File: src/rtl/load_store_unit_if.sv
// Memory-side bus of the load/store unit: one request channel and one response strobe.
// Request channel: the master raises mem_req_valid_o with we/addr/wdata/be and holds all of them
// unchanged until a cycle where mem_req_ready_i is high, and that rising edge is the transfer. Valid
// is never withdrawn before the transfer. The response is a single-cycle mem_rsp_valid_i strobe with
// no back-pressure.
interface load_store_unit_if;
  logic        mem_req_valid_o;
  logic        mem_req_ready_i;
  logic        mem_req_we_o;
  logic [31:0] mem_req_addr_o;
  logic [31:0] mem_req_wdata_o;
  logic [3:0]  mem_req_be_o;
  logic        mem_rsp_valid_i;
  logic [31:0] mem_rsp_rdata_i;

  modport master (
    output mem_req_valid_o, mem_req_we_o, mem_req_addr_o, mem_req_wdata_o, mem_req_be_o,
    input  mem_req_ready_i, mem_rsp_valid_i, mem_rsp_rdata_i
  );

  modport slave (
    input  mem_req_valid_o, mem_req_we_o, mem_req_addr_o, mem_req_wdata_o, mem_req_be_o,
    output mem_req_ready_i, mem_rsp_valid_i, mem_rsp_rdata_i
  );
endinterface

File: src/rtl/load_store_unit.sv
// Single-outstanding load/store unit. It turns an ID/EX access into a word-aligned bus request
// and, for a load, a register writeback. state_dbg_o encodes IDLE=0, REQ=1, WAIT=2, WB=3.
module load_store_unit (
  input  logic               clk,
  input  logic               rst_n,
  input  logic               load_access_i,
  input  logic               store_access_i,
  input  logic [31:0]        load_addr_i,
  input  logic [31:0]        store_addr_i,
  input  logic [31:0]        store_data_i,
  input  logic [2:0]         funct3_i,
  input  logic [4:0]         rd_i,
  output logic               busy_o,
  load_store_unit_if.master  mem,
  output logic               wb_valid_o,
  output logic [4:0]         wb_rd_o,
  output logic [31:0]        wb_data_o,
  output logic               misalign_o,
  output logic [1:0]         state_dbg_o
);

  typedef enum logic [1:0] {IDLE = 2'd0, REQ = 2'd1, WAIT = 2'd2, WB = 2'd3} state_t;

  state_t      state;
  logic [1:0]  cap_ofs;
  logic [2:0]  cap_funct3;
  logic [4:0]  cap_rd;
  logic        cap_load;

  logic        req_present;
  logic        req_load;
  logic        req_legal;
  logic        req_misaligned;
  logic        req_accept;
  logic [31:0] req_addr;
  logic [3:0]  fmt_be;
  logic [31:0] fmt_wdata;
  logic [31:0] rsp_shift;
  logic [31:0] rsp_ext;

  // A simultaneous load and store is handled as the load alone.
  always_comb begin
    req_present    = load_access_i | store_access_i;
    req_load       = load_access_i;
    req_addr       = load_access_i ? load_addr_i : store_addr_i;
    if (load_access_i)
      req_legal = funct3_i inside {3'b000, 3'b001, 3'b010, 3'b100, 3'b101};
    else
      req_legal = store_access_i && (funct3_i inside {3'b000, 3'b001, 3'b010});
    req_misaligned = ((funct3_i[1:0] == 2'b01) && req_addr[0]) ||
                     ((funct3_i[1:0] == 2'b10) && (req_addr[1:0] != 2'b00));
    req_accept     = (state == IDLE) && req_present && req_legal && !req_misaligned;
    busy_o         = (state == REQ) || (state == WAIT) || req_accept;
  end

  always_comb begin
    fmt_be    = 4'b1111;
    fmt_wdata = 32'd0;
    if (!req_load) begin
      case (funct3_i[1:0])
        2'b00: begin
          fmt_be    = 4'b0001 << req_addr[1:0];
          fmt_wdata = {4{store_data_i[7:0]}};
        end
        2'b01: begin
          fmt_be    = req_addr[1] ? 4'b1100 : 4'b0011;
          fmt_wdata = {2{store_data_i[15:0]}};
        end
        default: fmt_wdata = store_data_i;
      endcase
    end
  end

  // Halfword offsets are always 0 or 2, so one shift serves both byte and half lanes.
  always_comb begin
    rsp_shift = mem.mem_rsp_rdata_i >> {cap_ofs, 3'b000};
    case (cap_funct3)
      3'b000:  rsp_ext = {{24{rsp_shift[7]}}, rsp_shift[7:0]};
      3'b100:  rsp_ext = {24'd0, rsp_shift[7:0]};
      3'b001:  rsp_ext = {{16{rsp_shift[15]}}, rsp_shift[15:0]};
      3'b101:  rsp_ext = {16'd0, rsp_shift[15:0]};
      default: rsp_ext = mem.mem_rsp_rdata_i;
    endcase
  end

  always_ff @(posedge clk or negedge rst_n) begin
    if (!rst_n) begin
      state               <= IDLE;
      cap_ofs             <= 2'd0;
      cap_funct3          <= 3'd0;
      cap_rd              <= 5'd0;
      cap_load            <= 1'b0;
      mem.mem_req_valid_o <= 1'b0;
      mem.mem_req_we_o    <= 1'b0;
      mem.mem_req_addr_o  <= 32'd0;
      mem.mem_req_wdata_o <= 32'd0;
      mem.mem_req_be_o    <= 4'd0;
      wb_valid_o          <= 1'b0;
      wb_rd_o             <= 5'd0;
      wb_data_o           <= 32'd0;
      misalign_o          <= 1'b0;
    end else begin
      misalign_o <= (state == IDLE) && req_present && req_legal && req_misaligned;
      wb_valid_o <= 1'b0;
      wb_rd_o    <= 5'd0;
      case (state)
        IDLE: begin
          if (req_accept) begin
            cap_ofs             <= req_addr[1:0];
            cap_funct3          <= funct3_i;
            cap_rd              <= rd_i;
            cap_load            <= req_load;
            mem.mem_req_valid_o <= 1'b1;
            mem.mem_req_we_o    <= !req_load;
            mem.mem_req_addr_o  <= {req_addr[31:2], 2'b00};
            mem.mem_req_wdata_o <= fmt_wdata;
            mem.mem_req_be_o    <= fmt_be;
            state               <= REQ;
          end
        end
        REQ: begin
          if (mem.mem_req_ready_i) begin
            mem.mem_req_valid_o <= 1'b0;
            mem.mem_req_we_o    <= 1'b0;
            mem.mem_req_addr_o  <= 32'd0;
            mem.mem_req_wdata_o <= 32'd0;
            mem.mem_req_be_o    <= 4'd0;
            state               <= cap_load ? WAIT : IDLE;
          end
        end
        WAIT: begin
          if (mem.mem_rsp_valid_i) begin
            wb_data_o  <= rsp_ext;
            wb_valid_o <= 1'b1;
            wb_rd_o    <= cap_rd;
            state      <= WB;
          end
        end
        default: state <= IDLE;
      endcase
    end
  end

  assign state_dbg_o = state;

endmodule

File: src/flat_wrapper.sv
// flat-port wrapper written by rule: the top's interface ports become plain ports
module load_store_unit_flat 
  (clk, rst_n, load_access_i, store_access_i, load_addr_i, store_addr_i, store_data_i, funct3_i, rd_i, busy_o, wb_valid_o, wb_rd_o, wb_data_o, misalign_o, state_dbg_o, mem_mem_req_valid_o, mem_mem_req_we_o, mem_mem_req_addr_o, mem_mem_req_wdata_o, mem_mem_req_be_o, mem_mem_req_ready_i, mem_mem_rsp_valid_i, mem_mem_rsp_rdata_i);
  load_store_unit_if mem_i ();
  input  logic clk;
  input  logic rst_n;
  input  logic load_access_i;
  input  logic store_access_i;
  input  logic [31:0] load_addr_i;
  input  logic [31:0] store_addr_i;
  input  logic [31:0] store_data_i;
  input  logic [2:0] funct3_i;
  input  logic [4:0] rd_i;
  output logic busy_o;
  output logic wb_valid_o;
  output logic [4:0] wb_rd_o;
  output logic [31:0] wb_data_o;
  output logic misalign_o;
  output logic [1:0] state_dbg_o;
  output wire logic [$bits(mem_i.mem_req_valid_o)-1:0] mem_mem_req_valid_o;
  output wire logic [$bits(mem_i.mem_req_we_o)-1:0] mem_mem_req_we_o;
  output wire logic [$bits(mem_i.mem_req_addr_o)-1:0] mem_mem_req_addr_o;
  output wire logic [$bits(mem_i.mem_req_wdata_o)-1:0] mem_mem_req_wdata_o;
  output wire logic [$bits(mem_i.mem_req_be_o)-1:0] mem_mem_req_be_o;
  input wire logic [$bits(mem_i.mem_req_ready_i)-1:0] mem_mem_req_ready_i;
  input wire logic [$bits(mem_i.mem_rsp_valid_i)-1:0] mem_mem_rsp_valid_i;
  input wire logic [$bits(mem_i.mem_rsp_rdata_i)-1:0] mem_mem_rsp_rdata_i;
  assign mem_mem_req_valid_o = mem_i.mem_req_valid_o;
  assign mem_mem_req_we_o = mem_i.mem_req_we_o;
  assign mem_mem_req_addr_o = mem_i.mem_req_addr_o;
  assign mem_mem_req_wdata_o = mem_i.mem_req_wdata_o;
  assign mem_mem_req_be_o = mem_i.mem_req_be_o;
  assign mem_i.mem_req_ready_i = mem_mem_req_ready_i;
  assign mem_i.mem_rsp_valid_i = mem_mem_rsp_valid_i;
  assign mem_i.mem_rsp_rdata_i = mem_mem_rsp_rdata_i;
  load_store_unit u_core (.clk(clk), .rst_n(rst_n), .load_access_i(load_access_i), .store_access_i(store_access_i), .load_addr_i(load_addr_i), .store_addr_i(store_addr_i), .store_data_i(store_data_i), .funct3_i(funct3_i), .rd_i(rd_i), .busy_o(busy_o), .mem(mem_i), .wb_valid_o(wb_valid_o), .wb_rd_o(wb_rd_o), .wb_data_o(wb_data_o), .misalign_o(misalign_o), .state_dbg_o(state_dbg_o));
endmodule
File: config.mk
export PLATFORM = sky130hd
export DESIGN_NAME = load_store_unit_flat
export DESIGN_NICKNAME = d
export VERILOG_FILES = /design/src/rtl/load_store_unit_if.sv /design/src/rtl/load_store_unit.sv /design/src/flat_wrapper.sv
export SDC_FILE = /design/constraint.sdc
export NUM_CORES = 1
export LEC_CHECK = 0
export CORE_UTILIZATION = 30
export CTS_CLUSTER_DIAMETER = 60
export DETAILED_ROUTE_END_ITERATION = 10
export DONT_BUFFER_PORTS = 1
export GPL_ROUTABILITY_DRIVEN = 0
export GPL_TIMING_DRIVEN = 0
export PLACE_DENSITY = 0.51
export SLEW_MARGIN = 40
export SYNTH_ARGS = -nofsm -noshare
export SYNTH_HDL_FRONTEND = slang
export SYNTH_SLANG_ARGS = --single-unit
File: constraint.sdc
create_clock -name clk -period 2.6 [get_ports clk]
set_input_delay 0.52 -clock clk [delete_from_list [all_inputs] [get_ports clk]]
set_output_delay 0.52 -clock clk [all_outputs]
set_load 0.01 [all_outputs]
==> metrics <==
status=finished with violations; failing checks=negative hold slack; Root Driver=clkbuf_16; DRT Pass-1 Iters=4; Tot GR Track Use=17.38%; synth top area cells=dfrtp_1, mux2i_1, mux2_2, o21ai_0, nand2_1; #FFs+latches synth=120; Initial Utilization=30.75%; total gr overflow=0; RSZ-0062 raised after global routing=false; area leader, netlist=dfrtp_1; htree depth=4; largest family of logic cells by synthesized area=multiplexers; DP Area=about 6400 µm²; skew final=0.007484 ns; post-synthesis simple-gate area fraction=11.70%; Synth Instances=580; final setup violation count=0; HP Class=primary input to async pin; DRT Wirelength=17,950 µm; Critical Path Source=u_core.state_dbg_o[0]; deepest clock path buffer count=2; fin. max-slew vios=0; Seq/Total Area, Yosys=49.85%; initial antenna violation count=2; Peak VDD IR=0.4202 mV; First DRT Iteration DRCs=between 150 and 200; I/O Pins=254; DR WL/cell=20.40 µm; final net count=748; # DRC=0; post-synthesis mux area share=19.36%; CTS tree=yes; critical path data arrival time=between 1.5 and 2 ns; dominant synthesized flop cell=dfrtp_1; # rows=between 50 and 60; antenna fix cells=0; synthesized area per cell=10.38 µm²; die area=20,650 µm²; layout cells sized above 1=18.21%; Fin Hold WS=-0.1926 ns; Yosys warnings=0; Synth Area in XOR/XNOR=less than 1%; Vias=about 4,600; # fillers=2,000; max_cap viols=0; CP Capture Type=primary output; area of the mapped netlist=around 6000 µm²; Least-Margin Pin Slew=between 0.6 and 0.7 ns; Final Hold Fails=120; Synth Area in Adders=0.8309%; post-route ant nets=0; Post-synth EDFFs=0; IO buf count=0; Clock Latency Late Sink=0.41 ns; synth unique cells=42; most frequent cells after synthesis=dfrtp_1, mux2i_1, nand2_1; period utilisation layout=94.68%; CTS Sinks=120; die width=143.7 µm; post-route cell area=~7000 µm²; Cell Pwr Density=1250 nW/µm²; Startpoint Class=flop; Data required, critical path=2.08 ns; Area Growth Syn to Fin=16.41%; reg2reg path depth=6; clk slew on worst S/H paths=0.06 ns; largest net degree at the start of global routing=121; Lkg Pwr=between 3 and 4 nW; crit path max fanout=10; vias in the first global route=4,667; worst r2r src=u_core.state_dbg_o[1]; Compound-Gate Fraction of Synth Area=between 10% and 20%; first-pass GRT wire length=about 27,000 µm; Core ar.=19,590 µm²; hpwl dp=~13,000 µm; Fin Setup TNS=0 ns; Rel. slew slack=56.78%; post-synth top area share=approximately 50%; Period minus WS final=2.462 ns; cell with the most instances after synthesis=dfrtp_1; crit path kind=flop to primary output; Post-synth ARST share=100.0%; via-per-instance ratio=5.190; chip height=143.7 µm; CTS Buf Count=17; Max Clock Freq=roughly 410 MHz
[critical path, cell delays in order, from the launching register on]
cell and delay (ns):
dfrtp_2 0.46, inv_2 0.09, ha_4 0.19, o211ai_1 0.21
a21oi_4 0.08, buf_6 0.18, or2_2 0.32
[final timing paths]
kind                       slack, ns                             to
max                             0.14                         busy_o
min                            -0.19           u_core.wb_data_o[19]
max reg2reg                     0.33  u_core.mem.mem_req_addr_o[22]
min reg2reg                     0.50               u_core.cap_rd[2]
max in group asynchronous       2.54   u_core.mem.mem_req_addr_o[7]
min in group clk                0.24  u_core.mem.mem_req_wdata_o[6]
[timing repair]
action / CTS / global route
hold endpoints to repair: 120 / 120
pin swaps: 0 / 1
setup buffers: 1 / 2
setup endpoints to repair: 21 / 1
gates resized for setup: 7 / 2
[flip-flops by register name, summed over array words and instances, names as in the netlist]
name	cells
u_core.state_dbg_o	2
u_core.cap_ofs	2
u_core.wb_data_o	32
u_core.mem.mem_req_addr_o	30
u_core.cap_rd	5
u_core.cap_load	1
u_core.mem.mem_req_wdata_o	32
u_core.wb_valid_o	1
u_core.wb_rd_o	5
u_core.mem.mem_req_we_o	1
u_core.cap_funct3	3
u_core.mem.mem_req_be_o	4
u_core.mem.mem_req_valid_o	1
u_core.misalign_o	1
[cells in the final DEF, fill, tap and decap left out, types with 5 or more instances in the layout]
cell type / synthesis / layout
a21oi_1: 30 / 30
a22o_1: 15 / 15
and3_1: 6 / 6
buf_2: 10 / 9
buf_4: 4 / 7
buf_6: 5 / 6
clkbuf_1: 22 / 22
clkbuf_16: 0 / 17
dfrtp_1: 120 / 118
inv_1: 8 / 6
inv_6: 0 / 5
mux2_2: 48 / 48
mux2i_1: 58 / 58
nand2_1: 57 / 57
nand3_1: 32 / 32
nor2_1: 48 / 48
o21ai_0: 51 / 51
o22ai_1: 8 / 8
o2bb2ai_1: 10 / 10
[metrics by stage]
step / std cells / worst slack [ns] / utilization, % / power, mW
5_1_grt: 880 / 0.04929 / 35.79 / 9.339
6_report: 880 / 0.1383 / 35.79 / 8.764
3_3_place_gp: 846 / -0.3366 / 32.46 / 6.271
3_5_place_dp: 846 / -0.3959 / 32.46 / 6.375
4_1_cts: 878 / 0.03449 / 35.65 / 8.839
2_1_floorplan: 581 / 0.2337 / - / 5.574
[report_power, final]
group | leakage (nW) | switching (mW) | internal, mW
sequential | 1.53 | 0.911 | 2.65
clock | 0.296 | 0.909 | 1.48
combinational | 1.40 | 1.49 | 1.32
[metal layers]
layer  track usage [%]  vias up  routed length (µm)
met1             19.84     2232                7010
met5                 0        -                  23
met4             6.047        4                 255
met2             28.72      219                8607
li1                  -     2092                   -
met3             7.764       20                2051
[cell families (layout without fill, tap and decap cells)]
logic type / after synthesis / in the layout
other: 1 / 2
buffers and inverters: 52 / 86
xor gates and xnor gates: 1 / 1
adders and majority gates: 4 / 4
AOI/OAI and AO/OA: 132 / 132
muxes: 110 / 110
and+or+nand+nor: 160 / 160
DFF: 120 / 120
[area by class of cell]
type	instances	area (µm²)	share of cell area, %
Timing Repair Buffer	3	22.52	0.3212
Multi-Input combinational cell	409	2793	39.83
Clock buffer	20	456.7	6.513
Clock inverter	12	140.1	1.999
Tap cell	265	331.6	4.729
Inverter	8	30.03	0.4283
Sequential cell	120	3005	42.86
Buffer	43	232.7	3.319
No activity file was read; power rests on OpenSTA's default activity.
